## src/rtl/sdrc_bank_queue_pkg.sv

```systemverilog
// Shared widths, command encodings and FSM state type for the bank queue.
// No logic; types and constants only.
// Imported by sdrc_bank_queue and its testbench.
package sdrc_bank_queue_pkg;

  localparam int DEF_SDR_REQ_ID_W = 4;
  localparam int DEF_REQ_BW       = 12;
  localparam int DEF_DEPTH        = 4;
  localparam int ROW_W            = 12;
  localparam int COL_W            = 12;
  localparam int CNT_W            = 4;

  typedef enum logic [1:0] {
    CMD_PRE = 2'b00,
    CMD_ACT = 2'b01,
    CMD_XFR = 2'b10
  } cmd_e;

  typedef enum logic [2:0] {
    ST_IDLE,
    ST_PRE,
    ST_TRP,
    ST_ACT,
    ST_TRCD,
    ST_XFR
  } state_e;

endpackage

```

## src/rtl/sdrc_req_fifo.sv

```systemverilog
// Generic synchronous in-order FIFO with occupancy count.
// Latency: a push is visible at the head the cycle after it is written.
// Backpressure: pushes at full and pops at empty are ignored.
module sdrc_req_fifo #(
  parameter int WIDTH = 8,
  parameter int DEPTH = 4
) (
  input  logic                       clk,
  input  logic                       reset,
  input  logic                       push,
  input  logic [WIDTH-1:0]           push_dat,
  input  logic                       pop,
  output logic [WIDTH-1:0]           head_dat,
  output logic [$clog2(DEPTH):0]     count
);

  localparam int AW = $clog2(DEPTH);
  localparam int CW = AW + 1;

  logic [DEPTH-1:0][WIDTH-1:0] mem_q, mem_d;
  logic [AW-1:0]               wr_ptr_q, wr_ptr_d;
  logic [AW-1:0]               rd_ptr_q, rd_ptr_d;
  logic [CW-1:0]               count_q, count_d;
  logic                        do_push, do_pop;

  // Next pointers, count and storage; power-of-2 depth lets pointers wrap freely.
  always_comb begin
    do_push  = push && (count_q < CW'(DEPTH));
    do_pop   = pop && (count_q != '0);
    mem_d    = mem_q;
    wr_ptr_d = wr_ptr_q;
    rd_ptr_d = rd_ptr_q;
    if (do_push) begin
      mem_d[wr_ptr_q] = push_dat;
      wr_ptr_d        = wr_ptr_q + 1'b1;
    end
    if (do_pop) begin
      rd_ptr_d = rd_ptr_q + 1'b1;
    end
    count_d = count_q + CW'(do_push) - CW'(do_pop);
  end

  // Control state registers with synchronous reset.
  always_ff @(posedge clk) begin
    if (reset) begin
      wr_ptr_q <= '0;
      rd_ptr_q <= '0;
      count_q  <= '0;
    end else begin
      wr_ptr_q <= wr_ptr_d;
      rd_ptr_q <= rd_ptr_d;
      count_q  <= count_d;
    end
  end

  // Entry storage needs no reset; occupancy decides what is valid.
  always_ff @(posedge clk) begin
    mem_q <= mem_d;
  end

  assign head_dat = mem_q[rd_ptr_q];
  assign count    = count_q;

endmodule

```

## src/rtl/sdrc_bank_queue.sv

```systemverilog
// Chunk queue plus per-bank open-row tracking issuing PRE/ACT/XFR with tRP/tRCD waits.
// Latency: row hit pushed in N issues XFR in N+2; waits add cfg+2 cycles after each ack.
// Backpressure: b2r_ack drops at full; b2x_* commands hold stable until x2b_ack.
module sdrc_bank_queue
  import sdrc_bank_queue_pkg::*;
#(
  parameter int SDR_REQ_ID_W = DEF_SDR_REQ_ID_W,
  parameter int REQ_BW       = DEF_REQ_BW,
  parameter int DEPTH        = DEF_DEPTH
) (
  input  logic                    clk,
  input  logic                    reset,
  input  logic [CNT_W-1:0]        cfg_trp_d,
  input  logic [CNT_W-1:0]        cfg_trcd_d,
  input  logic                    r2b_req,
  input  logic [SDR_REQ_ID_W-1:0] r2b_req_id,
  input  logic                    r2b_start,
  input  logic                    r2b_last,
  input  logic                    r2b_wrap,
  input  logic                    r2b_write,
  input  logic [1:0]              r2b_ba,
  input  logic [ROW_W-1:0]        r2b_raddr,
  input  logic [COL_W-1:0]        r2b_caddr,
  input  logic [REQ_BW-1:0]       r2b_len,
  output logic                    b2r_ack,
  output logic                    b2r_arb_ok,
  output logic                    b2x_req,
  output logic [1:0]              b2x_cmd,
  output logic [1:0]              b2x_ba,
  output logic [ROW_W-1:0]        b2x_addr,
  output logic [REQ_BW-1:0]       b2x_len,
  output logic [SDR_REQ_ID_W-1:0] b2x_id,
  output logic                    b2x_start,
  output logic                    b2x_last,
  output logic                    b2x_wrap,
  output logic                    b2x_write,
  input  logic                    x2b_ack,
  input  logic                    x2b_refresh,
  output logic                    b2x_idle
);

  localparam int CW = $clog2(DEPTH) + 1;

  typedef struct packed {
    logic [SDR_REQ_ID_W-1:0] id;
    logic                    start;
    logic                    last;
    logic                    wrap;
    logic                    write;
    logic [1:0]              ba;
    logic [ROW_W-1:0]        raddr;
    logic [COL_W-1:0]        caddr;
    logic [REQ_BW-1:0]       len;
  } entry_t;

  typedef struct packed {
    logic                    req;
    logic [1:0]              cmd;
    logic [1:0]              ba;
    logic [ROW_W-1:0]        addr;
    logic [REQ_BW-1:0]       len;
    logic [SDR_REQ_ID_W-1:0] id;
    logic                    start;
    logic                    last;
    logic                    wrap;
    logic                    write;
  } cmd_out_t;

  entry_t                 push_ent, head;
  logic [CW-1:0]          count, count_next;
  logic                   push, pop, empty;
  state_e                 state_q, state_d;
  logic [CNT_W-1:0]       cnt_q, cnt_d;
  logic [3:0]             ov_q, ov_d;
  logic [3:0][ROW_W-1:0]  row_q, row_d;
  cmd_out_t               out_q, out_d;
  logic                   arb_ok_q, arb_ok_d;

  assign b2r_ack    = r2b_req & ~reset & (count < CW'(DEPTH));
  assign push       = b2r_ack;
  assign empty      = (count == '0);
  assign count_next = count + CW'(push) - CW'(pop);
  assign arb_ok_d   = (count_next <= CW'(DEPTH - 2));

  // Pack the incoming chunk attributes into one FIFO entry.
  always_comb begin
    push_ent.id    = r2b_req_id;
    push_ent.start = r2b_start;
    push_ent.last  = r2b_last;
    push_ent.wrap  = r2b_wrap;
    push_ent.write = r2b_write;
    push_ent.ba    = r2b_ba;
    push_ent.raddr = r2b_raddr;
    push_ent.caddr = r2b_caddr;
    push_ent.len   = r2b_len;
  end

  sdrc_req_fifo #(
    .WIDTH ($bits(entry_t)),
    .DEPTH (DEPTH)
  ) u_req_fifo (
    .clk      (clk),
    .reset    (reset),
    .push     (push),
    .push_dat (push_ent),
    .pop      (pop),
    .head_dat (head),
    .count    (count)
  );

  // Command FSM: decode head against the bank table, then walk PRE/TRP/ACT/TRCD/XFR.
  always_comb begin
    state_d = state_q;
    cnt_d   = cnt_q;
    ov_d    = ov_q;
    row_d   = row_q;
    out_d   = out_q;
    pop     = 1'b0;
    case (state_q)
      ST_IDLE: begin
        if (!empty) begin
          out_d.req   = 1'b1;
          out_d.ba    = head.ba;
          out_d.len   = head.len;
          out_d.id    = head.id;
          out_d.start = head.start;
          out_d.last  = head.last;
          out_d.wrap  = head.wrap;
          out_d.write = head.write;
          out_d.addr  = head.raddr;
          if (ov_q[head.ba] && (row_q[head.ba] == head.raddr)) begin
            out_d.cmd  = CMD_XFR;
            out_d.addr = head.caddr;
            state_d    = ST_XFR;
          end else if (ov_q[head.ba]) begin
            out_d.cmd = CMD_PRE;
            state_d   = ST_PRE;
          end else begin
            out_d.cmd = CMD_ACT;
            state_d   = ST_ACT;
          end
        end
      end
      ST_PRE: begin
        if (x2b_ack) begin
          out_d.req        = 1'b0;
          ov_d[out_q.ba]   = 1'b0;
          cnt_d            = cfg_trp_d;
          state_d          = ST_TRP;
        end
      end
      ST_TRP: begin
        if (cnt_q == '0) begin
          out_d.req  = 1'b1;
          out_d.cmd  = CMD_ACT;
          out_d.addr = head.raddr;
          state_d    = ST_ACT;
        end else begin
          cnt_d = cnt_q - 1'b1;
        end
      end
      ST_ACT: begin
        if (x2b_ack) begin
          out_d.req       = 1'b0;
          ov_d[out_q.ba]  = 1'b1;
          row_d[out_q.ba] = head.raddr;
          cnt_d           = cfg_trcd_d;
          state_d         = ST_TRCD;
        end
      end
      ST_TRCD: begin
        if (cnt_q == '0) begin
          out_d.req  = 1'b1;
          out_d.cmd  = CMD_XFR;
          out_d.addr = head.caddr;
          state_d    = ST_XFR;
        end else begin
          cnt_d = cnt_q - 1'b1;
        end
      end
      ST_XFR: begin
        if (x2b_ack) begin
          out_d.req = 1'b0;
          pop       = 1'b1;
          state_d   = ST_IDLE;
        end
      end
      default: state_d = ST_IDLE;
    endcase
    // A refresh closes every bank, overriding an ACT recorded this same cycle.
    if (x2b_refresh) begin
      ov_d = '0;
    end
  end

  // FSM, bank table and registered command outputs.
  always_ff @(posedge clk) begin
    if (reset) begin
      state_q  <= ST_IDLE;
      cnt_q    <= '0;
      ov_q     <= '0;
      row_q    <= '0;
      out_q    <= '0;
      arb_ok_q <= 1'b1;
    end else begin
      state_q  <= state_d;
      cnt_q    <= cnt_d;
      ov_q     <= ov_d;
      row_q    <= row_d;
      out_q    <= out_d;
      arb_ok_q <= arb_ok_d;
    end
  end

  assign b2r_arb_ok = arb_ok_q;
  assign b2x_req    = out_q.req;
  assign b2x_cmd    = out_q.cmd;
  assign b2x_ba     = out_q.ba;
  assign b2x_addr   = out_q.addr;
  assign b2x_len    = out_q.len;
  assign b2x_id     = out_q.id;
  assign b2x_start  = out_q.start;
  assign b2x_last   = out_q.last;
  assign b2x_wrap   = out_q.wrap;
  assign b2x_write  = out_q.write;
  assign b2x_idle   = empty & (state_q == ST_IDLE) & ~r2b_req;

endmodule

```

## config.mk

```make
export PLATFORM = sky130hd
export DESIGN_NAME = sdrc_bank_queue
export DESIGN_NICKNAME = d
export VERILOG_FILES = /design/src/rtl/sdrc_bank_queue_pkg.sv /design/src/rtl/sdrc_req_fifo.sv /design/src/rtl/sdrc_bank_queue.sv
export SDC_FILE = /design/constraint.sdc
export NUM_CORES = 1
export LEC_CHECK = 0
export BUFFER_PORTS_ARGS = -buffer_cell sky130_fd_sc_hd__clkbuf_2
export CAP_MARGIN = 20
export CORE_ASPECT_RATIO = 0.8
export CORE_MARGIN = 1.5
export CORE_UTILIZATION = 40
export DETAILED_ROUTE_END_ITERATION = 10
export PLACE_DENSITY = 0.58
export SYNTH_ARGS = -nofsm -noshare
export SYNTH_HDL_FRONTEND = slang
export SYNTH_SLANG_ARGS = --single-unit
```

## constraint.sdc

```tcl
create_clock -name clk -period 2.9 [get_ports clk]
set_input_delay 0.145 -clock clk [delete_from_list [all_inputs] [get_ports clk]]
set_output_delay 0.145 -clock clk [all_outputs]
set_load 0.02 [all_outputs]
```

---- Word level (Yosys, flattened, before mapping) ----
Cells that the tools add are included.
storage, ports and cells
  memories kept ........................... 0
  bits in registers ....................... 288
  bits in writable memories ............... 0
  latch bits .............................. 0
  logic and storage cells ................. 130
  ROM bits ................................ 0
  output and inout port bits .............. 40
  bits of input ports ..................... 59
cells by class
  $add $sub $neg .......................... 7
  $mul .................................... 0
  equality and inequality tests ........... 14
  reductions and logical operators ........ 23
  divide/modulo/power cells ............... 0
  multiplexer cells ....................... 43
  bitwise logic cells ..................... 10
  $lt $le $gt $ge ......................... 8
  shift operators ......................... 0
operator list
  operator              count
  $bwmux W184           1
  $bmux W46 S2          1
  $demux W46 S2         1
  $mux W46              2
  $mux W12              5
  $bwmux W48            1
  $mux W37              1
  $pmux W12 S3          1
  $bmux W12 S2          1
  $demux W12 S2         1
  $mux W3               8
  $mux W4               5
  $pmux W3 S6           1
  $ne A2 B2 Y1 const B  7
  $eq A12 B12 Y1        1
  $lt A2 B3 Y1 const B  4
  $pmux W4 S3           1
  $reduce_bool A3 Y1    3
  $pmux W4 S2           1
  $reduce_and A4 Y1     2
  $add A3 B1 Y3         2
  $eq A3 B2 Y1 const B  2
  $eq A3 B3 Y1 const B  2
  $logic_not A3 Y1      2
  29 further kinds      49

---- Depth between registers and ports, before layout ----
  depth in word-level cells ............... 9
  depth in mapped cells ................... 13
  gate-level depth less buffers ........... 10

---- Modules after synthesis ----
From an unflattened synthesis, not the netlist that was laid out.
unflattened totals
  cell total of the unflattened synthesis .. 827
  area total of the unflattened synthesis .. 11821.3 um2
modules (own cells, without submodules)
  module           cells each  instances  area an instance (um2)
  sdrc_req_fifo    281         1          7029.2
  sdrc_bank_queue  546         1          4792.1

---- Least setup slack after synthesis ----
Ideal clock, no wire load.
  path kind ............................... register to register
  start point ............................. register u_req_fifo.count_q[2] (netlist: u_req_fifo.count[2])
  end point ............................... register u_req_fifo.mem_q[138] in the netlist's numbering (enable)
  setup slack ............................. -86 ps
  library setup time ...................... 408 ps
  stages on the path, launching flop included .. 3
  arrival ................................. 2578 ps
  cell sequence ........................... dfxtp_1 nor3b_1 and2_1
between the ends
  cells in the longest elaborated chain, start to end .. 3
RTL lines
  item                    line                   text
  from (decl)             sdrc_req_fifo.sv:23    logic [CW-1:0] count_q, count_d;
  from (signal assigned)  sdrc_req_fifo.sv:52    count_q <= count_d;
  $lt A3 B3 Y1            sdrc_bank_queue.sv:79  assign b2r_ack = r2b_req & ~reset & (count < CW'(DEPTH));
  $and A1 B1 Y1           sdrc_bank_queue.sv:79
  named net b2r_ack       sdrc_bank_queue.sv:25  output logic b2r_ack,
  $logic_and A1 B1 Y1     sdrc_req_fifo.sv:28    do_push = push && (count_q < CW'(DEPTH));
  to (signal assigned)    sdrc_req_fifo.sv:58    mem_q <= mem_d;
  to (decl)               sdrc_req_fifo.sv:20    logic [DEPTH-1:0][WIDTH-1:0] mem_q, mem_d;
The timed path passes the listed nets, and every way through them passes these cells.
A chain may end at the register's enable or synchronous reset.

---- Worst setup path in the final report ----
  start point ............................. register u_req_fifo.rd_ptr_q[0]
  end point ............................... register out_q, in the netlist b2x_addr[0]
between the ends
  cells in the longest elaborated chain, start to end .. 9
  elaborated cells between the ends (all ways) .. 13
RTL lines
  item                                line                    text
  from (decl)                         sdrc_req_fifo.sv:22     logic [AW-1:0] rd_ptr_q, rd_ptr_d;
  from (signal assigned)              sdrc_req_fifo.sv:51     rd_ptr_q <= rd_ptr_d;
  $bmux W46 S2 (*)                    sdrc_req_fifo.sv:61     assign head_dat = mem_q[rd_ptr_q];
  $mux W46 (implied by the code) (*)  sdrc_req_fifo.sv:61
  $bmux W12 S2                        sdrc_bank_queue.sv:131  if (ov_q[head.ba] && (row_q[head.ba] == head.raddr)) begin
  $mux W12 (implied by the code)      sdrc_bank_queue.sv:131
  $eq A12 B12 Y1                      sdrc_bank_queue.sv:131
  $logic_and A1 B1 Y1                 sdrc_bank_queue.sv:131
  $mux W12                            sdrc_bank_queue.sv:131
  $mux W37                            sdrc_bank_queue.sv:121  if (!empty) begin
  $pmux W12 S3 (*)                    sdrc_bank_queue.sv:119  case (state_q)
  to (signal assigned)                sdrc_bank_queue.sv:210  out_q <= out_d;
  to (decl)                           sdrc_bank_queue.sv:76   cmd_out_t out_q, out_d;
Every way passes the cells marked *; elsewhere a longest branch is shown, timed or not. The select of a mux whose other input is x is not followed.

==> results.sh <==
export IMPL_die_w_um=195
export IMPL_nFillCells=2490
export IMPL_fin_crit_ns=2.99
export IMPL_crit_slowest_cell="or4_4"
export IMPL_first_pass_iters=5
export IMPL_ios=99
export IMPL_syn_instance_count=873
export IMPL_r2r_start="u_req_fifo.rd_ptr_q[0]"
export IMPL_start_util=0.405
export IMPL_ys_flop_type="edfxtp_1"
export IMPL_setup_viol=13
export IMPL_antenna_found_initial=1
export IMPL_die_y_um=157
export IMPL_drive_gt1_frac=0.268
export IMPL_routabilityCongestion=0.776
export IMPL_critical_path_arrival_ns=3.44
export IMPL_fin_crit_sh=1.03
export IMPL_total_leakage_power_nw=5.20
export IMPL_ys_seq_area_frac=0.642
export IMPL_max_slew_margin_rel=0.631
export IMPL_synth_top_area_share=0.466
export IMPL_slowest_delay_ns=0.65
export IMPL_cap_violations=0
export IMPL_clock_sinks=288
export IMPL_rsz0062_at_grt="yes"
export IMPL_finalCoreUtilization=0.507
export IMPL_post_route_cell_area_um2=14800
export IMPL_cts_tree="yes"
export IMPL_status="finished with violations"
export IMPL_ir_worst_vdd_mv=0.690
export IMPL_viasPerCell=5.24
export IMPL_reg2reg_depth=12
export IMPL_ant_nets=0
export IMPL_cts_path_max_buffers=3
export IMPL_hp_class="input pin to register"
export IMPL_crit_type="register to register"
export IMPL_crit_fanout=7
export IMPL_grt_max_degree=105
export IMPL_crit_path_start="u_req_fifo.rd_ptr_q[0]"
export IMPL_overflow=0
export IMPL_violations="negative setup slack"
export IMPL_crit_family="simple AND/OR/NAND/NOR gates"
export IMPL_vias=7701
export IMPL_endpoint_kind="register"
export IMPL_numPortBuffers=98
export IMPL_cp_num_cells=12
export IMPL_postPlaceCellArea_um2=13100
export IMPL_ctsHtreeMaxLevel=1
export IMPL_route_detailed_drc=0
export IMPL_crit_end="b2x_addr[0]"
export IMPL_clockRootBuffer="clkbuf_16"
export IMPL_routedLengthMet1_um=13800
export IMPL_hpwl_um=17600
export IMPL_maxSlewViolCount=0
export IMPL_synth_edf_count=184
export IMPL_core_um2=29200
export IMPL_cts_buffers=30
export IMPL_syn_cell_area_um2=11800
export IMPL_post_drt_wl_per_cell_um=19.8
export IMPL_num_rows=56
export IMPL_r2r_slack_ns=-0.09
export IMPL_die_area_um2=30700
export IMPL_start_kind="register"
export IMPL_grt_pass1_wl_um=43400
export IMPL_grt_use_total=0.185
export IMPL_multiInputGateArea_um2=4010
export IMPL_grt_pass1_vias=7386
export IMPL_cp_cell_sequence="mux4_2, buf_4, buf_12, mux2i_1, mux2i_1, buf_4, xnor2_2, nand4_1, or4_4, clkbuf_16, nand4_1, o211ai_2"
export IMPL_synth_distinct_cells=53
export IMPL_worst_pin_slew_ns=0.552
export IMPL_max_freq_mhz=334
export IMPL_synth_nets=944
export IMPL_wl_met3_um=1220
export IMPL_yosys_register_bits=288
export IMPL_crit_required_ns=3.35
export IMPL_synth_area_top_cells="edfxtp_1, dfxtp_1, mux4_2"
export IMPL_wirelength_um=29100
export IMPL_dr_max_layer_used="met4"
export IMPL_clock_latency_ns=0.57
export IMPL_critPathBufInv=4
export IMPL_async_flop_share=0
export IMPL_p_per_area_nw_per_um2=722
export IMPL_ys_warn_count=0
export IMPL_areaGrowthSynthToFinish_pct=25.0
export IMPL_final_nets=1139
export IMPL_met2WireLength_um=13700
export IMPL_fin_skew_ns=0.0190
export IMPL_layout_setup_ws_ns=-0.0914
export IMPL_ff_latch_area_um2=7610
export IMPL_yosys_area_top_type="edfxtp_1"
export IMPL_drt_iter0_drc=517
export IMPL_avgSynthCellArea_um2=13.6
export IMPL_r2r_end="b2x_addr[0]"
export IMPL_clk_pin_slew_ns=0.07
export IMPL_hold_violations=0
state kept, by name, summed over array words and instances, names as in the netlist, 2 cells and up, named ones only:
register	flops
b2x_addr	12
b2x_ba	2
b2x_cmd	2
b2x_id	4
b2x_len	12
cnt_q	4
row_q	48
state_q	3
u_req_fifo.count	3
u_req_fifo.mem_q	184
u_req_fifo.rd_ptr_q	2
u_req_fifo.wr_ptr_q	2
per-stage QoR:
stage	setup WS, ns	TNS (ns)	std cells	power, mW	hold slack (ns)
floorplan	0.0383	0	873	6.17	0.218
global placement	-0.0681	-0.762	1356	6.91	0.366
detailed placement	-0.125	-1.20	1356	6.93	0.363
CTS	-0.0175	-0.0175	1464	10.8	0.0140
global route	-0.170	-1.78	1470	11.2	0.0670
finish	-0.0914	-0.801	1470	10.7	0.0481
report_power, final:
| part | leakage, nW | internal (mW) | total (mW) | switching [mW] |
|---|---|---|---|---|
| clock | 0.490 | 2.17 | 3.75 | 1.58 |
| combinational | 2.19 | 0.807 | 2.17 | 1.37 |
| sequential | 2.52 | 4.62 | 4.77 | 0.141 |
worst register-to-register path, cell delays in order, from the launching register on:
cell and delay, ns:
dfxtp_4 0.36, mux4_2 0.52, buf_4 0.16, buf_12 0.13, mux2i_1 0.11, mux2i_1 0.15
buf_4 0.16, xnor2_2 0.11, nand4_1 0.13, or4_4 0.65, clkbuf_16 0.21, nand4_1 0.10
o211ai_2 0.10
Yosys cell counts, drive strengths merged, types with 5 or more instances:
| library cell | instances |
|---|---|
| xnor2 | 14 |
| mux2i | 62 |
| edfxtp | 184 |
| nand3 | 15 |
| a211oi | 5 |
| a221o | 9 |
| nand4 | 15 |
| ha | 10 |
| inv | 14 |
| nor3 | 10 |
| nand2 | 125 |
| a21oi | 62 |
| buf | 18 |
| clkbuf | 35 |
| and2 | 5 |
| o21ai | 8 |
| nor2b | 5 |
| dfxtp | 104 |
| nor2 | 73 |
| mux4 | 45 |
| o211ai | 13 |
| o22ai | 5 |
per-layer routing:
| metal | vias to the layer above | GRT usage |
|---|---|---|
| met5 | - | 0 |
| met2 | 161 | 0.300 |
| met4 | 0 | 0.0380 |
| met3 | 35 | 0.0272 |
| li1 | 3643 | - |
| met1 | 3862 | 0.267 |
layout by cell type (no fill, tap or decap), types with 5 or more instances in the layout:
| cell type | synthesis | layout |
|---|---|---|
| nand3_1 | 15 | 14 |
| dfxtp_1 | 104 | 102 |
| clkbuf_16 | 0 | 35 |
| xnor2_1 | 14 | 11 |
| o22ai_1 | 5 | 5 |
| o21ai_0 | 8 | 8 |
| nand4_1 | 14 | 14 |
| mux4_2 | 45 | 46 |
| buf_4 | 2 | 53 |
| mux2i_1 | 61 | 57 |
| clkbuf_8 | 0 | 5 |
| buf_12 | 1 | 8 |
| clkbuf_1 | 35 | 8 |
| a21oi_1 | 61 | 61 |
| clkinv_2 | 0 | 5 |
| nand2_1 | 125 | 125 |
| o211ai_2 | 11 | 11 |
| nor2_1 | 73 | 73 |
| clkbuf_2 | 0 | 99 |
| dlygate4sd3_1 | 0 | 51 |
| ha_1 | 10 | 10 |
| a221o_1 | 9 | 9 |
| edfxtp_1 | 184 | 184 |
| inv_1 | 13 | 13 |
| nor3_1 | 10 | 10 |
how the worst min path moves through the flow:
stage	start	end	slack, ns	depth (start not counted)
CTS	cfg_trp_d[3]	cnt_q[3]	0.01	5
global route	cfg_trp_d[3]	cnt_q[3]	0.07	5
detailed placement	r2b_last	u_req_fifo.mem_q[86]	0.36	1
global placement	r2b_caddr[0]	u_req_fifo.mem_q[104]	0.37	1
floorplan	x2b_refresh	register	0.22	1
finish	cfg_trp_d[3]	cnt_q[3]	0.05	5
logic make-up after synthesis:
| logic type | synth area share |
|---|---|
| flip-flops | 0.642 |
| AND/OR/NAND/NOR | 0.0953 |
| XOR/XNOR | 0.0133 |
| buffers and inverters | 0.0266 |
| adder cells (fa/ha/maj) | 0.0139 |
| AO/OA/AOI/OAI | 0.0668 |
| multiplexers | 0.142 |
timing repair:
item	in CTS	in global routing
pin swaps	4	2
endpoints found under the setup margin	13	14
hold buffers	51	0
endpoints found under the hold margin	192	0
gates resized for setup	5	13
setup buffers	0	2
gates cloned	1	4
cell type report:
| type | count | share of cell area |
|---|---|---|
| diodes | 1 | 0.000169 |
| clock buffers | 48 | 0.0620 |
| clock inverters | 8 | 0.00456 |
| inverters | 14 | 0.00355 |
| multi-input cells | 519 | 0.271 |
| flip-flops and latches | 288 | 0.514 |
| well taps | 377 | 0.0319 |
| repair buffers | 215 | 0.113 |
(Power assumes the default switching activity.)
